--- config.mk ---
export PLATFORM = sky130hd
export DESIGN_NAME = id_stage_flat
export DESIGN_NICKNAME = d
export VERILOG_FILES = /design/src/rtl/id_stage_if.sv /design/src/rtl/id_stage.sv /design/src/flat_wrapper.sv
export SDC_FILE = /design/constraint.sdc
export NUM_CORES = 1
export LEC_CHECK = 0
export CAP_MARGIN = 20
export CORE_MARGIN = 2
export CORE_UTILIZATION = 60
export CTS_CLUSTER_DIAMETER = 100
export DETAILED_ROUTE_END_ITERATION = 12
export DONT_BUFFER_PORTS = 1
export PLACE_DENSITY = 0.88
export SKIP_LAST_GASP = 1
export SLEW_MARGIN = 20
export SYNTH_ARGS = -nofsm -noshare
export SYNTH_HDL_FRONTEND = slang
export SYNTH_SLANG_ARGS = --single-unit
--- constraint.sdc ---
create_clock -name clk -period 3.2 [get_ports clk]
set_input_delay 0.32 -clock clk [delete_from_list [all_inputs] [get_ports clk]]
set_output_delay 0.32 -clock clk [all_outputs]
set_load 0.05 [all_outputs]
--- src/rtl/id_stage_if.sv ---
// id_stage bus: fetch handshake, execute bundle handshake, writeback port
// and the sticky illegal flag. slave = decode stage, master = its neighbours.
interface id_stage_if;
  logic        in_valid;
  logic [15:0] in_instr;
  logic        in_ready;
  logic        ex_valid;
  logic        ex_ready;
  logic [3:0]  ex_opcode;
  logic [7:0]  ex_a;
  logic [7:0]  ex_b;
  logic [2:0]  ex_rd;
  logic        ex_we;
  logic        wb_en;
  logic [2:0]  wb_addr;
  logic [7:0]  wb_data;
  logic        illegal;

  modport slave (
    input  in_valid, in_instr, ex_ready,
    input  wb_en, wb_addr, wb_data,
    output in_ready, ex_valid, ex_opcode,
    output ex_a, ex_b, ex_rd, ex_we, illegal
  );

  modport master (
    output in_valid, in_instr, ex_ready,
    output wb_en, wb_addr, wb_data,
    input  in_ready, ex_valid, ex_opcode,
    input  ex_a, ex_b, ex_rd, ex_we, illegal
  );
endinterface

--- src/rtl/id_stage.sv ---
// id_stage: decode, 8x8 register file, busy scoreboard, execute bundle.
// Ports: clk, rst_n (async low), bus (id_stage_if.slave: in_*, ex_*, wb_*,
// illegal). Define ID_BYPASS_EN to forward wb_data to same-cycle sources.
module id_stage #(
  parameter logic [7:0] REG_RESET = 8'h00
) (
  input  logic       clk,
  input  logic       rst_n,
  id_stage_if.slave  bus
);
  typedef struct packed {
    logic [3:0] op;
    logic [7:0] a;
    logic [7:0] b;
    logic [2:0] rd;
    logic       we;
  } id_ex_t;

  logic [7:0] r_rf [8];
  logic [7:0] r_busy;
  id_ex_t     r_ex;
  logic       r_ex_valid;
  logic       r_illegal;

  logic [3:0] w_op;
  logic [2:0] w_rd;
  logic [2:0] w_rs1;
  logic [2:0] w_rs2;
  logic [7:0] w_imm;
  logic       w_alu;
  logic       w_ldi;
  logic       w_legal;
  logic       w_use2;
  logic [7:0] w_clr;
  logic [7:0] w_sbusy;
  logic [7:0] w_dbusy;
  logic [7:0] w_set;
  logic [7:0] w_v1;
  logic [7:0] w_v2;
  logic       w_haz;
  logic       w_ready;
  logic       w_acc;
  id_ex_t     w_nxt;

  assign w_op  = bus.in_instr[15:12];
  assign w_rd  = bus.in_instr[11:9];
  assign w_rs1 = bus.in_instr[8:6];
  assign w_rs2 = bus.in_instr[5:3];
  assign w_imm = bus.in_instr[7:0];

  always_comb begin
    w_alu = 1'b0;
    w_ldi = 1'b0;
    unique case (1'b1)
      (w_op <= 4'd5): w_alu = 1'b1;
      (w_op == 4'd8): w_ldi = 1'b1;
      default: ;
    endcase
  end

  assign w_legal = w_alu | w_ldi;
  // NOT has no second source
  assign w_use2  = w_alu & (w_op != 4'd2);

  always_comb begin
    w_clr = '0;
    if (bus.wb_en && bus.wb_addr != 3'd0)
      w_clr[bus.wb_addr] = 1'b1;
  end

  // rd (WAW) always waits for the clear to land; sources only
  // skip the wait when the writeback value can be forwarded.
  assign w_dbusy = r_busy & ~w_clr;
`ifdef ID_BYPASS_EN
  assign w_sbusy = r_busy & ~w_clr;
`else
  assign w_sbusy = r_busy;
`endif

  assign w_haz = w_legal & (
    (w_alu & w_sbusy[w_rs1]) |
    (w_use2 & w_sbusy[w_rs2]) |
    w_dbusy[w_rd]);

  assign w_ready = !w_haz && (!r_ex_valid || bus.ex_ready);
  assign w_acc   = bus.in_valid && w_ready;

  always_comb begin
    w_v1 = (w_rs1 == 3'd0) ? 8'h00 : r_rf[w_rs1];
    w_v2 = (w_rs2 == 3'd0) ? 8'h00 : r_rf[w_rs2];
`ifdef ID_BYPASS_EN
    if (w_clr[w_rs1]) w_v1 = bus.wb_data;
    if (w_clr[w_rs2]) w_v2 = bus.wb_data;
`endif
  end

  always_comb begin
    w_nxt.op = w_ldi ? 4'd0 : w_op;
    w_nxt.a  = w_ldi ? 8'h00 : w_v1;
    w_nxt.b  = w_ldi ? w_imm : (w_use2 ? w_v2 : 8'h00);
    w_nxt.rd = w_rd;
    w_nxt.we = (w_rd != 3'd0);
  end

  always_comb begin
    w_set = '0;
    if (w_acc && w_legal && w_nxt.we)
      w_set[w_rd] = 1'b1;
  end

  // set wins over a same-cycle clear of the same register
  always_ff @(posedge clk or negedge rst_n) begin
    if (!rst_n) begin
      r_busy <= '0;
      for (int i = 0; i < 8; i++)
        r_rf[i] <= REG_RESET;
    end else begin
      r_busy <= (r_busy & ~w_clr) | w_set;
      if (bus.wb_en && bus.wb_addr != 3'd0)
        r_rf[bus.wb_addr] <= bus.wb_data;
    end
  end

  always_ff @(posedge clk or negedge rst_n) begin
    if (!rst_n) begin
      r_ex       <= '0;
      r_ex_valid <= 1'b0;
      r_illegal  <= 1'b0;
    end else begin
      if (w_acc && w_legal) begin
        r_ex       <= w_nxt;
        r_ex_valid <= 1'b1;
      end else if (bus.ex_ready) begin
        r_ex_valid <= 1'b0;
      end
      if (w_acc && !w_legal)
        r_illegal <= 1'b1;
    end
  end

  assign bus.in_ready  = w_ready;
  assign bus.ex_valid  = r_ex_valid;
  assign bus.ex_opcode = r_ex.op;
  assign bus.ex_a      = r_ex.a;
  assign bus.ex_b      = r_ex.b;
  assign bus.ex_rd     = r_ex.rd;
  assign bus.ex_we     = r_ex.we;
  assign bus.illegal   = r_illegal;
endmodule
--- src/flat_wrapper.sv ---
// flat-port wrapper written by rule: the top's interface ports become plain ports
module id_stage_flat 
#(
  parameter logic [7:0] REG_RESET = 8'h00
)
  (clk, rst_n, bus_in_valid, bus_in_instr, bus_ex_ready, bus_wb_en, bus_wb_addr, bus_wb_data, bus_in_ready, bus_ex_valid, bus_ex_opcode, bus_ex_a, bus_ex_b, bus_ex_rd, bus_ex_we, bus_illegal);
  id_stage_if bus_i ();
  input  logic clk;
  input  logic rst_n;
  input wire logic [$bits(bus_i.in_valid)-1:0] bus_in_valid;
  input wire logic [$bits(bus_i.in_instr)-1:0] bus_in_instr;
  input wire logic [$bits(bus_i.ex_ready)-1:0] bus_ex_ready;
  input wire logic [$bits(bus_i.wb_en)-1:0] bus_wb_en;
  input wire logic [$bits(bus_i.wb_addr)-1:0] bus_wb_addr;
  input wire logic [$bits(bus_i.wb_data)-1:0] bus_wb_data;
  output wire logic [$bits(bus_i.in_ready)-1:0] bus_in_ready;
  output wire logic [$bits(bus_i.ex_valid)-1:0] bus_ex_valid;
  output wire logic [$bits(bus_i.ex_opcode)-1:0] bus_ex_opcode;
  output wire logic [$bits(bus_i.ex_a)-1:0] bus_ex_a;
  output wire logic [$bits(bus_i.ex_b)-1:0] bus_ex_b;
  output wire logic [$bits(bus_i.ex_rd)-1:0] bus_ex_rd;
  output wire logic [$bits(bus_i.ex_we)-1:0] bus_ex_we;
  output wire logic [$bits(bus_i.illegal)-1:0] bus_illegal;
  assign bus_i.in_valid = bus_in_valid;
  assign bus_i.in_instr = bus_in_instr;
  assign bus_i.ex_ready = bus_ex_ready;
  assign bus_i.wb_en = bus_wb_en;
  assign bus_i.wb_addr = bus_wb_addr;
  assign bus_i.wb_data = bus_wb_data;
  assign bus_in_ready = bus_i.in_ready;
  assign bus_ex_valid = bus_i.ex_valid;
  assign bus_ex_opcode = bus_i.ex_opcode;
  assign bus_ex_a = bus_i.ex_a;
  assign bus_ex_b = bus_i.ex_b;
  assign bus_ex_rd = bus_i.ex_rd;
  assign bus_ex_we = bus_i.ex_we;
  assign bus_illegal = bus_i.illegal;
  id_stage #(.REG_RESET(REG_RESET)) u_core (.clk(clk), .rst_n(rst_n), .bus(bus_i));
endmodule
==> results.toml <==
[status]
outcome = "finished clean"

[timing]
final_max_slew_viol_count = 0
hold_slack_ps = 73.5
worst_pin_slew_ps = 583
skew_ps = 11.9
tns_ps = 0
setup_violations = 0
fin_crit_sh = 0.809
rsz0062_at_grt = "no"
max_freq_mhz = 386
setup_ws_ps = 611
hold_viol_final = 0
fin_crit_ps = 2590
slew_headroom = 0.612

[floorplanning]
row_count = 32
die_h_um = 93.9
ios = 59
initial_core_util = 0.625
dieArea_um2 = 8820
core-area_um2 = 7770
fp.dieW_um = 93.9

[synth]
synthesis.area_um2 = 4850
synth-edff-count = 0
avgSynthCellArea_um2 = 12.9
synth_nets = 408
synthArstFlopShare = 1.00
synth_top_area_share = 0.464
synth_warnings = 0
synthDistinctLibCells = 53
yosys.area.top_type = "dfrtp_1"
yosysSeqAreaShare = 0.464
synthCells = 376
ys_seq_elements = 90
synth_area_leaders = "dfrtp_1 46%, mux2_2 20%, mux4_2 4.6%"
synth_flop_cell = "dfrtp_1"

[worst_setup_path]
r2r_start = "u_core.r_busy[0]"
path_class = "flop to output pin"
rrSetupSlack_ps = 960
cp-start-kind = "flop"
r2r_end = "u_core.bus.ex_a[3]"
worstPathRequired_ps = 2880
endpoint_kind = "output pin"
crit_path_max_fanout = 4
worstPathArrival_ps = 2270
critPathLaunch = "u_core.r_busy[0]"
reg2reg_depth = 6

[power_and_ir_drop]
ir_drop_mv = 0.410
swShare = 0.365
p_comb_frac = 0.190
p_clk_frac = 0.217
p_int_mw = 2.16
seqPwrFrac = 0.592
power.density_nw_per_um2 = 670
p_sw_mw = 1.24
total_leakage_power_nw = 2.14

[worst_hold_path]
hp-class = "input port to flop"
min_to = "u_core.bus.illegal"
hold_start = "bus_in_valid"
min_path_cells = 2

[route]
dr.pass1.iters = 4
ant_nets = 0
vias_per_cell = 6.91
drc = 0
drt_iter0_markers = 241
wl_um = 11000
wl_per_cell_um = 23.1
vias = 3280

[clock_tree]
clk_pin_slew_ps = 90
clkSinkCount = 90
insertion_delay_ps = 380
root_buffer = "clkbuf_8"
tritoncts = "built"
htreeDepth = 3
clockBufferDepth = 2
cts_buffers = 9

[place]
dp.cells = 457
globalplace.congestion = 0.826
dp_worst_setup_slack_ps = 927
hpwl_um = 7200
io_buffer_count = 0

[cells_and_area]
areaGrowthSynthToFinish_pct = 4.67
fin_cells = 475
final_net_count = 400
drive_above_1_share = 0.359
antennaDiodeCount = 0

[grt]
grt_pass1_wl_um = 17500
gr-total-overflow = 0
grtUsageTotal = 0.266
grt_antenna_before_repair = 0
grt_pass1_vias = 3326
grt_max_degree = 91

[run]
drv_cap = 0
power by group through the flow:
stage / Sequential [mW] / Clock, mW / Combinational (mW)
global route: 2.05 / 0.794 / 0.708
detailed placement: 2.04 / 0 / 0.621
finish: 2.02 / 0.740 / 0.648
CTS: 2.02 / 0.756 / 0.652
floorplan: 1.96 / 0 / 0.581
global placement: 2.02 / 0 / 0.594
final cells by class:
type | count | area, um2
Fill cell | 575 | 2690
Multi-Input combinational cell | 251 | 2400
Sequential cell | 90 | 2250
Clock buffer | 14 | 173
Tap cell | 102 | 128
Timing Repair Buffer | 10 | 97.6
Inverter | 6 | 22.5
Clock inverter | 2 | 10.0
layer usage:
metal	vias to the layer above	GRT usage	share of wire	wire (um)
li1	1421	-	-	-
met1	1694	0.342	0.41	4450
met2	141	0.415	0.48	5300
met3	24	0.0875	0.088	960
met4	0	0.106	0.023	248
met5	-	0	0	0
worst max path at each step:
stage	to	slack (ps)	cells past startpoint
6_report	bus_in_ready	610	5
3_5_place_dp	bus_in_ready	930	6
4_1_cts	bus_in_ready	590	5
2_1_floorplan	bus_in_ready	1080	8
5_1_grt	bus_in_ready	500	5
3_3_place_gp	u_core.bus.ex_a[3]	1020	7
synth_stat cells, types with 2 or more instances:
cell type and number:
nand4b_4 2, nor2b_1 7, nor3_1 7, dfrtp_1 90, mux2_4 4, and4bb_1 3
clkbuf_1 7, a22o_1 10, nand2_1 22, buf_2 9, and2_1 2, nand3_1 2
buf_6 5, mux2_1 5, a21oi_1 5, a221oi_1 7, nand2b_1 4, mux2i_1 13
buf_4 5, inv_1 5, a22oi_1 8, o21ai_0 16, mux4_2 10, a2111oi_0 6
nor2_1 4, mux2_2 85, a32o_1 6, buf_1 2
critical path: stages (launching register included):
cell      delay, ps
dfrtp_1         420
mux2_2          270
o311ai_0        310
o21ai_1         210
o21ai_0         220
and2_1          470
cell families after synthesis:
kind of cell           synth area share
buffers and inverters            0.0433
flip-flops                        0.464
AO/OA/AOI/OAI                     0.115
multiplexers                      0.294
AND/OR/NAND/NOR                  0.0835
timing repair:
action / 4_1_cts / 5_1_grt
hold endpoints to repair: 90 / 0
buffers inserted: 0 / 0
gates resized for setup: 0 / 0
setup endpoints to repair: 0 / 0
hold buffers: 2 / 0
registers in the layout, indices dropped and copies added, names as in the netlist:
register	count
u_core.bus.ex_valid	1
u_core.bus.ex_a	8
u_core.bus.ex_rd	3
u_core.bus.ex_opcode	4
u_core.r_busy	8
u_core.bus.illegal	1
u_core.bus.ex_we	1
u_core.r_rf	56
u_core.bus.ex_b	8
cells in the final DEF (no fill, tap or decap), types with 2 or more instances in the layout:
cell type and n:
dfrtp_1 90, mux2_2 85, nand2_1 22, o21ai_0 16, mux2i_1 13, clkbuf_8 12, mux4_2 10, a22o_1 10
a22oi_1 8, buf_4 8, nor2b_1 7, nor3_1 7, a221oi_1 7, a32o_1 6, a2111oi_0 6, inv_1 5
a21oi_1 5, mux2_1 5, nor2_1 4, nand2b_1 4, mux2_4 4, and4bb_1 3, nand3_1 2, nand4b_4 2
and2_1 2, clkinv_2 2, clkbuf_1 2
metrics by stage:
stage                      util  area (um2)  power (mW)
after detailed placement  0.626        4860        2.66
after floorplan               -        4850        2.54
after CTS                 0.654        5080        3.42
final                     0.654        5080        3.41
after global routing      0.654        5080        3.56
after global placement    0.626        4860        2.61
Note: power is estimated with default switching activity, not from simulation.
